File: config.mk
export PLATFORM = sky130hd
export DESIGN_NAME = inst_loader
export DESIGN_NICKNAME = d
export VERILOG_FILES = /design/src/rtl/inst_loader.sv
export SDC_FILE = /design/constraint.sdc
export NUM_CORES = 1
export LEC_CHECK = 0
export CORE_MARGIN = 2
export CORE_UTILIZATION = 45
export DETAILED_ROUTE_END_ITERATION = 7
export GPL_TIMING_DRIVEN = 0
export PLACE_DENSITY = 0.71
export REMOVE_ABC_BUFFERS = 1
export SLEW_MARGIN = 20
export SYNTH_ARGS = -nofsm -noshare
export SYNTH_HDL_FRONTEND = slang
export SYNTH_SLANG_ARGS = --single-unit
File: constraint.sdc
create_clock -name clk -period 2.5 [get_ports clk]
set_clock_uncertainty 0.1 [all_clocks]
set_input_delay 0.75 -clock clk [delete_from_list [all_inputs] [get_ports clk]]
set_output_delay 0.75 -clock clk [all_outputs]
set_load 0.1 [all_outputs]
File: src/rtl/inst_loader.sv
// ---------------------------------------------------------------------------
// inst_loader
//
// Boot-time loader for the 32 x 20-bit instruction memory. Bytes arrive from
// a byte-serial source over a valid/ready handshake; every three bytes are
// packed little-endian into one 20-bit instruction word. Each word is then
// written to the memory in a single WRITE cycle at consecutive addresses
// starting at 0. Progress and status go back to the system controller.
//
// Ports
//   clk                 rising-edge clock for all logic
//   rst                 synchronous, active-high reset
//   start               begin a load (only looked at while idle)
//   load_len[5:0]       number of words to load, captured with start
//   byte_valid          byte_data carries a valid byte
//   byte_data[7:0]      incoming byte
//   byte_ready          loader consumes a byte on this cycle's edge
//   mem_enable          memory enable, high only during WRITE
//   mem_read_writenot   0 selects write, 1 otherwise
//   mem_write_address   target word address
//   mem_in_data         word being stored
//   busy                high whenever the loader is not idle
//   done                single-cycle pulse at the end of a load
//   error               sticky status: illegal length or non-zero high nibble
//   words_loaded[5:0]   words written during the current/last load
// ---------------------------------------------------------------------------
module inst_loader #(
   parameter int DATA_W = 20,
   parameter int ADDR_W = 5,
   parameter int DEPTH  = 32
) (
   input  logic              clk,
   input  logic              rst,
   input  logic              start,
   input  logic [5:0]        load_len,
   input  logic              byte_valid,
   input  logic [7:0]        byte_data,
   output logic              byte_ready,
   output logic              mem_enable,
   output logic              mem_read_writenot,
   output logic [ADDR_W-1:0] mem_write_address,
   output logic [DATA_W-1:0] mem_in_data,
   output logic              busy,
   output logic              done,
   output logic              error,
   output logic [5:0]        words_loaded
);

   typedef enum logic [2:0] {
      IDLE,
      B0,
      B1,
      B2,
      WRITE,
      DONE
   } state_t;

   localparam logic [5:0]        MAX_LEN  = 6'(DEPTH);
   localparam logic [ADDR_W-1:0] ADDR_ONE = ADDR_W'(1);

   state_t            state;
   state_t            state_next;

   // Captured load length, next write address and the low two bytes of the
   // word currently being assembled.
   logic [5:0]        len_q;
   logic [ADDR_W-1:0] addr_q;
   logic [15:0]       word_lo_q;

   // Registered copies of the memory write port and status outputs.
   logic [ADDR_W-1:0] mem_addr_q;
   logic [DATA_W-1:0] mem_data_q;
   logic              error_q;
   logic [5:0]        words_q;

   logic              byte_accept;
   logic              len_legal;
   logic [5:0]        words_inc;
   logic              last_word;

   // A length of zero or more than the memory depth is rejected up front so
   // that nothing is ever written and the address counter can never wrap.
   assign len_legal   = (load_len != 6'd0) && (load_len <= MAX_LEN);
   assign byte_accept = byte_valid & byte_ready;
   assign words_inc   = words_q + 6'd1;
   assign last_word   = (words_inc == len_q);

   // State register.
   always_ff @(posedge clk) begin
      if (rst) begin
         state <= IDLE;
      end else begin
         state <= state_next;
      end
   end

   // Next-state logic plus the state-decoded handshake and memory controls.
   always_comb begin
      state_next        = state;
      byte_ready        = 1'b0;
      mem_enable        = 1'b0;
      mem_read_writenot = 1'b1;
      busy              = 1'b1;
      done              = 1'b0;

      case (state)
         IDLE: begin
            busy = 1'b0;
            if (start) begin
               state_next = len_legal ? B0 : DONE;
            end
         end

         B0: begin
            byte_ready = 1'b1;
            if (byte_accept) begin
               state_next = B1;
            end
         end

         B1: begin
            byte_ready = 1'b1;
            if (byte_accept) begin
               state_next = B2;
            end
         end

         B2: begin
            byte_ready = 1'b1;
            if (byte_accept) begin
               state_next = WRITE;
            end
         end

         WRITE: begin
            mem_enable        = 1'b1;
            mem_read_writenot = 1'b0;
            state_next        = last_word ? DONE : B0;
         end

         DONE: begin
            done       = 1'b1;
            state_next = IDLE;
         end

         default: begin
            state_next = IDLE;
         end
      endcase
   end

   // Datapath: length capture, byte packing, address/word counters and the
   // sticky error flag. The memory address/data registers are loaded on the
   // edge that accepts the third byte, so they are stable for the whole
   // WRITE cycle and keep their value afterwards.
   always_ff @(posedge clk) begin
      if (rst) begin
         len_q      <= 6'd0;
         addr_q     <= '0;
         word_lo_q  <= 16'd0;
         mem_addr_q <= '0;
         mem_data_q <= '0;
         error_q    <= 1'b0;
         words_q    <= 6'd0;
      end else begin
         case (state)
            IDLE: begin
               if (start) begin
                  len_q   <= load_len;
                  addr_q  <= '0;
                  words_q <= 6'd0;
                  error_q <= ~len_legal;
               end
            end

            B0: begin
               if (byte_accept) begin
                  word_lo_q[7:0] <= byte_data;
               end
            end

            B1: begin
               if (byte_accept) begin
                  word_lo_q[15:8] <= byte_data;
               end
            end

            // Only the low nibble of the third byte belongs to the word; a
            // non-zero high nibble marks a corrupt image but the word is
            // still stored so the address sequence stays intact.
            B2: begin
               if (byte_accept) begin
                  mem_addr_q <= addr_q;
                  mem_data_q <= {byte_data[3:0], word_lo_q};
                  if (byte_data[7:4] != 4'd0) begin
                     error_q <= 1'b1;
                  end
               end
            end

            // The final word of a full-depth load leaves addr_q at the top
            // address; there is no following write, so it is not advanced.
            WRITE: begin
               words_q <= words_inc;
               if (!last_word) begin
                  addr_q <= addr_q + ADDR_ONE;
               end
            end

            default: begin
            end
         endcase
      end
   end

   assign mem_write_address = mem_addr_q;
   assign mem_in_data       = mem_data_q;
   assign error             = error_q;
   assign words_loaded      = words_q;

endmodule

==> out/summary.json <==
{
  "max_cap_violations": 0,
  "cts_sinks": 62,
  "die_w_um": 80.25,
  "post_synth_num_cell_types": 45,
  "first_global_vias": 2149,
  "critPathMaxFanout": 5,
  "path_delay_family": "buffers and inverters",
  "worstPathCellList": "dlygate4sd2_1",
  "clk_root_buffer_cell": "clkbuf_8",
  "maxSlewHeadroom_pct": 33.56,
  "dp_worst_setup_slack_ps": -932.9,
  "post_synth_inst_count": 307,
  "grt_max_degree": 41,
  "yosys.area.top_type": "dfxtp_1",
  "clock.fmax_mhz": 408.5,
  "avgRoutedWirePerCell_um": 13.11,
  "setup_viol": 0,
  "timing.final.ws_setup_ps": 51.83,
  "drt_first_pass_iters": 6,
  "synthesis.area_um2": 2616,
  "wl_met1_um": 2646,
  "critical_path_depth": 1,
  "leakagePower_nw": 1.340,
  "seq_area_frac_synth_pct": 47.44,
  "clkTransAtPathRegs_ps": 60,
  "route.detailed.vias_per_inst": 5.248,
  "hold_buffers": 0,
  "detailedPlacementHpwl_um": 3814,
  "postRouteWirelength_um": 5705,
  "ff2ff_path_depth": 7,
  "hold-worst-slack_ps": 352.7,
  "clkLatencyLatePin_ps": 330,
  "boundaryPins": 55,
  "power.density_cell_area_nw_per_um2": 663.0,
  "final_net_count": 379,
  "overflow": 0,
  "timing_worst_slew_pin_value_ps": 1001,
  "fp.dieArea_um2": 6440,
  "synth_area_leaders": "dfxtp_1, nand2_1, a21oi_1, mux2i_1, nor2_1",
  "finalCriticalPeriod_ps": 2448,
  "worst_ep_arrival_time_ps": 1600,
  "hp-class": "flop to flop",
  "dr_total_vias": 2283,
  "final_hold_viol_count": 0,
  "syn-mean-instance-area_um2": 8.522,
  "worstSetupEndpointType": "output pin",
  "synthMostInstantiatedCell": "nand2_1",
  "placedInstanceArea_um2": 3188,
  "num_antenna_cells": 0,
  "ys_ff_latch": 62,
  "dr_wl_met2_um": 2730,
  "crit_path_max_incr_delay_ps": 870,
  "worstPathBufferInverterCount": 1,
  "holdPathStages": 2,
  "gp_congestion": 0.8320,
  "totalNegativeSetupSlack_ps": 0,
  "numPortBuffers": 54,
  "area_delta_synth_final_pct": 29.12,
  "maxUsedRoutingLayer": "met4",
  "synth.yosys.warnings": 0,
  "synth_top_flop_cell": "dfxtp_1",
  "timing_worst_setup_path_type": "flop to output pin",
  "global_route_wire_length_before_repair_um": 9425,
  "final_core_utilization_pct": 60.61,
  "initialDrtViolationCount": 80,
  "global_route.usage.total_pct": 18.65,
  "row_count": 27,
  "drive_gt1_share_pct": 12.12,
  "ys_async_sr_fraction_pct": 0,
  "synth_commonest_cells": "nand2_1, dfxtp_1, a21oi_1",
  "min_period_over_period_pct": 97.93,
  "coreArea_um2": 5574,
  "initial_utilization_pct": 46.94,
  "rsz0062_at_grt": "yes",
  "numCtsBuffers": 9,
  "cts.path.max_buffers": 2,
  "critPathSlowestCell": "dlygate4sd2_1",
  "h-tree-depth": 3,
  "outcome": "finished, final reports clean",
  "worst-endpoint-required_ps": 1650,
  "critPathLaunchType": "flop",
  "post_route_drc": 0,
  "peakVddDrop_v": 0.0004592,
  "slew_viol_final": 0,
  "synth_edf_count": 0,
  "die_height_um": 80.25,
  "detail-route-antenna-nets": 0,
  "grt_antenna_before_repair": 0,
  "final_design_area_no_fill_um2": 3378,
  "met3RoutedLength_um": 258,
  "yosysTopAreaCellShare_pct": 47.44,
  "tritoncts": "built"
}
## metrics by stage
step / power [mW] / std cells
2_1_floorplan: 1.299 / 287
3_3_place_gp: 1.406 / 413
3_5_place_dp: 1.418 / 416
4_1_cts: 2.251 / 431
5_1_grt: 2.337 / 435
6_report: 2.240 / 435
## flip-flops by register name, indices dropped and copies added, names as in the netlist
register	cells
len_q	6
addr_q	5
mem_write_address	5
state	3
error	1
words_loaded	6
word_lo_q	16
mem_in_data	20
## path summary, 6_finish.rpt
kind / from / endpoint / slack, ps
worst max-delay path: words_loaded[1] / words_loaded[1] / 50
worst min-delay path: word_lo_q[9] / mem_in_data[9] / 350
worst max register to register: state[0] / addr_q[0] / 310
worst min register to register: word_lo_q[9] / mem_in_data[9] / 350
## cell usage in the layout, fill, tap and decap left out, drive strengths merged, types with 2 or more instances in the layout
cell / synthesis / layout
o21ai: 4 / 4
clkdlybuf4s50: 0 / 16
nand2b: 4 / 4
nand3b: 3 / 3
o221ai: 3 / 3
inv: 3 / 2
dfxtp: 62 / 62
mux2i: 16 / 16
xor2: 6 / 6
a21o: 2 / 2
dlygate4sd2: 0 / 28
a21oi: 40 / 40
or3b: 3 / 3
nor3b: 2 / 2
a211oi: 2 / 2
nand3: 5 / 5
or4b: 2 / 2
nor2: 30 / 30
nor3: 8 / 8
and2: 3 / 3
or4: 4 / 4
ha: 2 / 2
clkinv: 0 / 2
clkinvlp: 0 / 2
buf: 8 / 12
nand2: 67 / 67
xnor2: 3 / 3
clkdlybuf4s15: 0 / 4
clkbuf: 12 / 11
## cells by family after synthesis
| logic type | count (synthesis) | synth area share (%) |
|---|---|---|
| and+or+nand+nor | 136 | 24.44 |
| DFF | 62 | 47.44 |
| AOI/OAI and AO/OA | 58 | 13.25 |
| buffers and inverters | 23 | 4.208 |
| muxes | 17 | 6.695 |
| xor gates and xnor gates | 9 | 3.013 |
| adders and majority gates | 2 | 0.9563 |
## per-layer routing
metal,up-vias,GRT usage [%]
li1,1144,-
met1,1085,21.76
met2,46,32.08
met3,8,5.618
met4,0,6.949
met5,-,0
## what timing repair did
item / 4_1_cts / 5_1_grt
pin swaps: 0 / 1
buffers inserted: 0 / 4
resized for setup: 69 / 3
cloned: 0 / 0
endpoints found under the setup margin: 37 / 3
endpoints found under the hold margin: 0 / 0
## area by class of cell
class | count | area, um^2
inverter | 3 | 15.01
clock inverter | 4 | 47.55
multi-input combinational | 222 | 1277
sequential | 62 | 1244
tap | 72 | 90.09
timing repair buffer | 61 | 563.0
clock buffer | 11 | 141.4
fill | 536 | 2196
## report_power, final
part | leakage, nW | switching (mW) | internal (mW)
Clock | 0.0952 | 0.364 | 0.479
Sequential | 0.502 | 0.0304 | 1.02
Combinational | 0.743 | 0.236 | 0.114
Note: power is estimated with default switching activity, not from simulation.
